File: config.mk
export PLATFORM = sky130hd
export DESIGN_NAME = chroni_pixel_expander
export DESIGN_NICKNAME = d
export VERILOG_FILES = /design/src/rtl/chroni_pixel_expander.sv
export SDC_FILE = /design/constraint.sdc
export NUM_CORES = 1
export LEC_CHECK = 0
export ABC_AREA = 1
export CAP_MARGIN = 20
export CORE_MARGIN = 2
export CORE_UTILIZATION = 46
export CTS_CLUSTER_SIZE = 25
export DETAILED_ROUTE_END_ITERATION = 8
export GPL_ROUTABILITY_DRIVEN = 0
export GPL_TIMING_DRIVEN = 0
export PLACE_DENSITY = 0.79
export SYNTH_ARGS = -nofsm -noshare
export SYNTH_HDL_FRONTEND = slang
export SYNTH_SLANG_ARGS = --single-unit
File: constraint.sdc
create_clock -name sys_clk -period 1.7 [get_ports sys_clk]
set_input_delay 0.34 -clock sys_clk [delete_from_list [all_inputs] [get_ports sys_clk]]
set_output_delay 0.34 -clock sys_clk [all_outputs]
set_load 0.03 [all_outputs]
File: src/rtl/chroni_pixel_expander.sv
// chroni_pixel_expander
// Serialises one 1bpp bitmap byte, MSB first, into 1..8 palette-index writes
// to the 2-line pixel RAM, one pixel per clock. wr_busy stalls the font fetch
// FSM while a multi-pixel expansion is in flight. A bit count of 0 selects
// direct mode: wr_data itself is written as a single palette index.
// Writes to pixel indices >= BUF_SIZE are dropped without disturbing timing.
//
// Build option: CHRONI_EXPANDER_TRANSPARENT_EN -- when defined, a latched
// off-index of 8'h00 makes 0 bits transparent (no write; address still steps).

module chroni_pixel_expander #(
    parameter int BUF_SIZE = 1280,
    parameter int ADDR_W   = 11
) (
    input  logic              sys_clk,
    input  logic              reset,
    input  logic              wr_en,
    input  logic [ADDR_W-1:0] wr_addr,
    input  logic [7:0]        wr_data,
    input  logic [7:0]        wr_bitmap_on,
    input  logic [7:0]        wr_bitmap_off,
    input  logic [3:0]        wr_bitmap_bits,
    output logic              wr_busy,
    output logic              pix_wr_en,
    output logic [ADDR_W-1:0] pix_wr_addr,
    output logic [7:0]        pix_wr_data
);

    typedef enum logic {
        IDLE,
        EXPAND
    } state_t;

    state_t state, state_next;

    // Latched request context
    logic [7:0]        shift_q, shift_d;
    logic [7:0]        on_q, on_d;
    logic [7:0]        off_q, off_d;
    logic [ADDR_W-1:0] addr_q, addr_d;
    logic [2:0]        rem_q, rem_d;    // pixels still to emit after the current one

    // Pixel being emitted at the next edge
    logic              px_fire;
    logic              px_transparent;
    logic [ADDR_W-1:0] px_addr;
    logic [7:0]        px_data;
    logic              pix_en_d;

    logic              accept;
    logic [3:0]        count;

    // wr_busy is exactly the EXPAND state register, so it is a registered output.
    assign wr_busy = (state == EXPAND);
    assign accept  = wr_en && !wr_busy;
    assign count   = (wr_bitmap_bits > 4'd8) ? 4'd8 : wr_bitmap_bits;

    // State register
    always_ff @(posedge sys_clk) begin
        // NOTE: sequential state uses non-blocking assignments so every register
        // samples pre-edge values regardless of block ordering.
        if (reset) begin
            state <= IDLE;
        end else begin
            state <= state_next;
        end
    end

    // Next-state logic: stay in EXPAND until the last pixel is being issued
    always_comb begin
        // NOTE: default first so no path through the block leaves the signal
        // unassigned, which would otherwise infer a latch.
        state_next = state;
        case (state)
            IDLE:    if (accept && count > 4'd1) state_next = EXPAND;
            EXPAND:  if (rem_q == 3'd1)          state_next = IDLE;
            default: state_next = IDLE;
        endcase
    end

    // Output logic: select the pixel to emit and the next datapath contents
    always_comb begin
        px_fire        = 1'b0;
        px_transparent = 1'b0;
        px_addr        = addr_q;
        px_data        = pix_wr_data;
        shift_d        = shift_q;
        on_d           = on_q;
        off_d          = off_q;
        addr_d         = addr_q;
        rem_d          = rem_q;

        if (state == IDLE) begin
            if (accept) begin
                px_fire = 1'b1;
                px_addr = wr_addr;
                on_d    = wr_bitmap_on;
                off_d   = wr_bitmap_off;
                shift_d = {wr_data[6:0], 1'b0};
                addr_d  = wr_addr + 1'b1;
                if (count == 4'd0) begin
                    px_data = wr_data;
                    rem_d   = 3'd0;
                end else begin
                    px_data = wr_data[7] ? wr_bitmap_on : wr_bitmap_off;
                    rem_d   = 3'(count - 4'd1);
`ifdef CHRONI_EXPANDER_TRANSPARENT_EN
                    px_transparent = !wr_data[7] && (wr_bitmap_off == 8'h00);
`endif
                end
            end
        end else begin
            px_fire = 1'b1;
            px_addr = addr_q;
            px_data = shift_q[7] ? on_q : off_q;
            shift_d = {shift_q[6:0], 1'b0};
            addr_d  = addr_q + 1'b1;
            rem_d   = rem_q - 3'd1;
`ifdef CHRONI_EXPANDER_TRANSPARENT_EN
            px_transparent = !shift_q[7] && (off_q == 8'h00);
`endif
        end

        // Out-of-buffer and transparent pixels still consume their cycle.
        pix_en_d = px_fire && !px_transparent && (32'(px_addr) < 32'(BUF_SIZE));
    end

    // Datapath and pixel RAM port registers; address/data only move on a real write
    always_ff @(posedge sys_clk) begin
        if (reset) begin
            shift_q     <= 8'h00;
            on_q        <= 8'h00;
            off_q       <= 8'h00;
            addr_q      <= '0;
            rem_q       <= 3'd0;
            pix_wr_en   <= 1'b0;
            pix_wr_addr <= '0;
            pix_wr_data <= 8'h00;
        end else begin
            shift_q   <= shift_d;
            on_q      <= on_d;
            off_q     <= off_d;
            addr_q    <= addr_d;
            rem_q     <= rem_d;
            pix_wr_en <= pix_en_d;
            if (pix_en_d) begin
                pix_wr_addr <= px_addr;
                pix_wr_data <= px_data;
            end
        end
    end

endmodule

Yosys cells after proc, flatten, opt, wreduce, memory -nomap -nowiden
Index checks and enable logic that the tools add are counted.

Equality and inequality tests: 1. Mux-type cells: 20. Reductions and logical operators: 8. $lt $le $gt $ge: 3. Add/sub/neg operators: 4. Bitwise gates (word level): 1.

Operators with widths (count): $mux 8 (7); $mux 11 (4); $add 11x1->11 const B (2); $lt 11x11->1 const B (1); $mux 3 (3); $sub 3x1->3 const B (2); $gt 4x1->1 const B (1); $gt 4x4->1 const B (1); $logic_not 4->1 (1); $mux 1 (4); $mux 4 (1); $reduce_and 2->1 (2); $eq 3x1->1 const B (1); $logic_and 1x1->1 (3); $pmux 1 s2 (1); $reduce_bool 2->1 (1); $logic_not 1->1 (1); $not 1->1 (1).

Register bits: 58. Word-level logic and storage cells: 46. Bits of input ports: 42.

Longest topological paths before layout
Depth in word-level cells: 7. Mapped depth: 13.

Least setup slack after synthesis
No wires, ideal clock.

Path type: register -> register. Start point: register state, in the netlist wr_busy. End point: register addr_q[8]. Setup time: 109 ps. Stages on the path, launching flop included: 13. Period minus slack after synthesis: 1872 ps. Setup slack: -172 ps. Arrival time: 1763 ps. Path through: dfxtp_1 buf_4 buf_4 nand2_1 nand2_1 ha_1 nand3_1 nor2_2 nand2_1 nand2_1 nand3_1 nand2_1 inv_1.

Cells in the longest elaborated chain, start to end: 3.

Ends and longest elaborated chain: start, declared (line 34) `state_t state, state_next;`; start signal, assigned (line 65) `state <= state_next;`; $logic_not 1->1 (line 55) `assign accept = wr_en && !wr_busy;`; $logic_and 1x1->1 (line 55); $reduce_bool 2->1 (no source line); end signal, assigned (line 143) `addr_q <= addr_d;`; end, declared (line 40) `logic [ADDR_W-1:0] addr_q, addr_d;`.

Several ways; a longest one is shown, not always the timed one. A chain may end at the register's enable or synchronous reset.

Worst setup path in the final report
Start point: register pix_wr_en. End point: output port pix_wr_en.

RTL lines: start, declared (line 24) `output logic pix_wr_en,`; start signal, assigned (line 145) `pix_wr_en <= pix_en_d;`.

No word-level cell between the ends.

==> run_results.csv <==
group,metric,value,unit
synthesis,synthesized_nets,524,
worst_setup_path,ordered_cell_list_for_the_critical_path,"clkdlybuf4s50_1",
placement,numPortBuffers,61,
final_layout,layout.nets,601,
synthesis,synth.top_cells.by_count,"127 x sky130_fd_sc_hd__nand2_1, 101 x sky130_fd_sc_hd__nor2_1, 58 x sky130_fd_sc_hd__dfxtp_1, 45 x sky130_fd_sc_hd__o21ai_0, 35 x sky130_fd_sc_hd__inv_1",
clock_tree,cts_bufs_inserted,9,
worst_setup_path,timing.critical_path.arrival,1310,ps
global_route,grt_pass1_wl,14.6,mm
worst_setup_path,crit_buf_inv,1,
clock_tree,number_of_hold_buffers_added_after_cts,0,
sta,drv_slew,0,
floorplan,initial_core_util,0.479,
synthesis,synth-seq-area-share,0.380,
synthesis,synth_enable_flop_cells,0,
synthesis,synthArstFlopShare,0,
pwr,ir_worst_vdd,0.678,mV
routing,detail_route.wirelength,9.10,mm
final_layout,post_route_cell_area,4170,µm²
placement,place_area,3770,µm²
global_route,global_route.peak_usage_layer,"met2",
final_layout,sequential_cell_area,1160,µm²
floorplan,placement_rows,29,
synthesis,synth.most_common_cell,"sky130_fd_sc_hd__nand2_1",
pwr,power.share.sequential,0.388,
final_layout,antenna-diode-count,0,
worst_setup_path,timing.critical_path.to_type,"output port",
synthesis,yosysUniqueCellTypes,34,
synthesis,post_synth_instance_area,3060,µm²
final_layout,fillerInstances,608,
global_route,grt_max_degree,11,
sta,fin_worst_hold_slack,473,ps
clock_tree,clk_pin_slew,70,ps
clock_tree,clockRootBuffer,"sky130_fd_sc_hd__clkbuf_8",
routing,detailedRoute.firstIterationViolations,207,
synthesis,synthesis.instances,477,
worst_setup_path,setup.worst_path.start_class,"register",
floorplan,floorplan.io_pins,63,
synthesis,synth_top_cells_by_area,"sky130_fd_sc_hd__dfxtp_1 38%, sky130_fd_sc_hd__nand2_1 16%, sky130_fd_sc_hd__nor2_1 12%",
routing,first_pass_iters,6,
synthesis,synth_largest_type_area_fraction,0.380,
routing,ant_nets,0,
floorplan,die_width,85.5,µm
synthesis,ys_warn_count,0,
global_route,grt.overflow.total,0,
worst_setup_path,timing.reg2reg.setup_slack,60,ps
clock_tree,cts_max_level,3,
worst_setup_path,timing.critical_path.slowest_stage_cell,"sky130_fd_sc_hd__clkdlybuf4s50_1",
sta,setup_viol,0,
pwr,switching_share,0.341,
final_layout,syn_to_final_growth,36.4,%
worst_setup_path,maximum_fanout_count_along_the_critical_path,1,
final_layout,final_standard_cell_utilization_of_the_core,0.653,
global_route,grtUsageMet1,0.303,
pwr,share_comb_of_total_power,0.300,
routing,route.vias.total,3366,
floorplan,die_y,85.5,µm
clock_tree,cts_num_sinks,58,
clock_tree,maximum_number_of_buffers_from_clock_root_to_sink,2,
sta,skew,10.8,ps
global_route,grtUsageMet2,0.423,
floorplan,die_area,7320,µm²
sta,tightestPinTransition,534,ps
sta,final_worst_path_period_share,0.973,
worst_setup_path,cp_slowest_stage_delay,660,ps
pwr,p_leak,2.12,nW
final_layout,multiInputGateArea,1740,µm²
outcome,outcome,"completed",
worst_setup_path,critical_path.top_delay_family,"buffers and inverters",
routing,viasPerCell,5.29,
synthesis,synth.largest_area_cell,"sky130_fd_sc_hd__dfxtp_1",
pwr,internal-power,2.71,mW
worst_setup_path,cp_data_required_time,1360,ps
global_route,vias_in_the_first_global_route,3243,
synthesis,ys_seq_elements,58,
worst_setup_path,worst-setup-path-type,"register to output port",
synthesis,synth_top_flop_cell,"sky130_fd_sc_hd__dfxtp_1",
pwr,power_switching,1.40,mW
sta,min_period,1650,ps
global_route,antenna_violations_before_repair,0,
global_route,gr-usage-all-layers,0.253,
routing,wire_per_inst,14.3,µm
routing,post-route-drc-count,0,
pwr,power_density_over_the_cells,986,nW/µm²
placement,dp_hpwl,6.36,mm
final_layout,layout-drive-gt1-share,0.127,
sta,final_hold_viol_count,0,
hold_path,min-delay-path-class,"register to register",
floorplan,standard_cell_core_area,6390,µm²
sta,clock.fmax,604,MHz
sta,maxSlewHeadroom,0.644,
synthesis,synth_area_per_cell,6.41,µm²
pwr,pwr-share-clk,0.312,
clock_tree,worstSkewPairLatency,350,ps
sta,rsz0062_at_grt,"true",
run,cap_violations,0,
clock_tree,tritoncts,"built",
global_route,grt_util_met3,0.0462,
[kinds of logic (layout without fill, tap and decap cells)]
logic type                 count (synthesis)  after routing  share of synthesized area
AOI/OAI and AO/OA                         90             90                      0.164
xor gates and xnor gates                   2              2                    0.00573
adders and majority gates                  5              5                     0.0205
buffers and inverters                     63            144                     0.0876
DFF                                       58             58                      0.380
and+or+nand+nor                          259            260                      0.342
[what timing repair did]
| action | 4_1_cts | 5_1_grt |
|---|---|---|
| resized for setup | 30 | 40 |
| endpoints found under the setup margin | 22 | 58 |
| pin swaps | 2 | 8 |
| setup buffers | 0 | 5 |
| gates cloned | 1 | 0 |
[metrics by stage]
| step | instances | worst slack, ps | power (mW) | TNS [ps] |
|---|---|---|---|---|
| after CTS | 632 | 0.693 | 4.08 | 0 |
| after detailed placement | 615 | -632 | 2.79 | -17930 |
| after global routing | 636 | -22.5 | 4.31 | -60.4 |
| final | 636 | 45.1 | 4.11 | 0 |
| after global placement | 615 | -567 | 2.76 | -16090 |
| after floorplan | 477 | 28.2 | 2.35 | 0 |
[per-layer routing]
| metal | wire, µm | vias up |
|---|---|---|
| met1 | 3670 | 1504 |
| met2 | 4300 | 156 |
| li1 | - | 1672 |
| met3 | 720 | 34 |
| met4 | 407 | 0 |
| met5 | 0 | - |
[layout by cell type (no fill, tap or decap), drive strengths merged, types with 4 or more instances in the layout]
cell type,instances
nand2,130
nor2,109
o21ai,64
dfxtp,58
clkdlybuf4s50,39
inv,38
clkbuf,24
buf,15
dlymetal6s2s,13
nand3,13
dlygate4sd2,9
a21oi,9
o22ai,9
ha,5
clkinv,4
[registers in the layout, summed over array words and instances (netlist names)]
name	flops
pix_wr_data	8
pix_wr_addr	11
wr_busy	1
shift_q	7
off_q	8
addr_q	11
rem_q	3
pix_wr_en	1
on_q	8
[cell type report]
type / count / area share
Clock buffer: 11 / 0.0339
Timing Repair Buffer: 66 / 0.160
Tap cell: 77 / 0.0231
Sequential cell: 58 / 0.279
Multi-Input combinational cell: 357 / 0.418
Inverter: 39 / 0.0378
Clock inverter: 5 / 0.0129
Buffer: 23 / 0.0345
[power by group through the flow]
| stage | Sequential [mW] | Combinational (mW) | Clock (mW) |
|---|---|---|---|
| after floorplan | 1.76 | 0.594 | 0 |
| after global placement | 1.62 | 1.14 | 0 |
| after detailed placement | 1.63 | 1.16 | 0 |
| after CTS | 1.60 | 1.19 | 1.29 |
| after global routing | 1.61 | 1.35 | 1.35 |
| final | 1.59 | 1.23 | 1.28 |
[worst paths after layout]
| kind | from | end | cells past startpoint |
|---|---|---|---|
| setup / recovery | pix_wr_en | pix_wr_en | 1 |
| hold / removal | pix_wr_addr[0] | pix_wr_addr[0] | 2 |
| setup reg to reg | wr_busy | addr_q[8] | 12 |
| hold reg to reg | pix_wr_addr[0] | pix_wr_addr[0] | 2 |
Note: power is estimated with default switching activity, not from simulation.
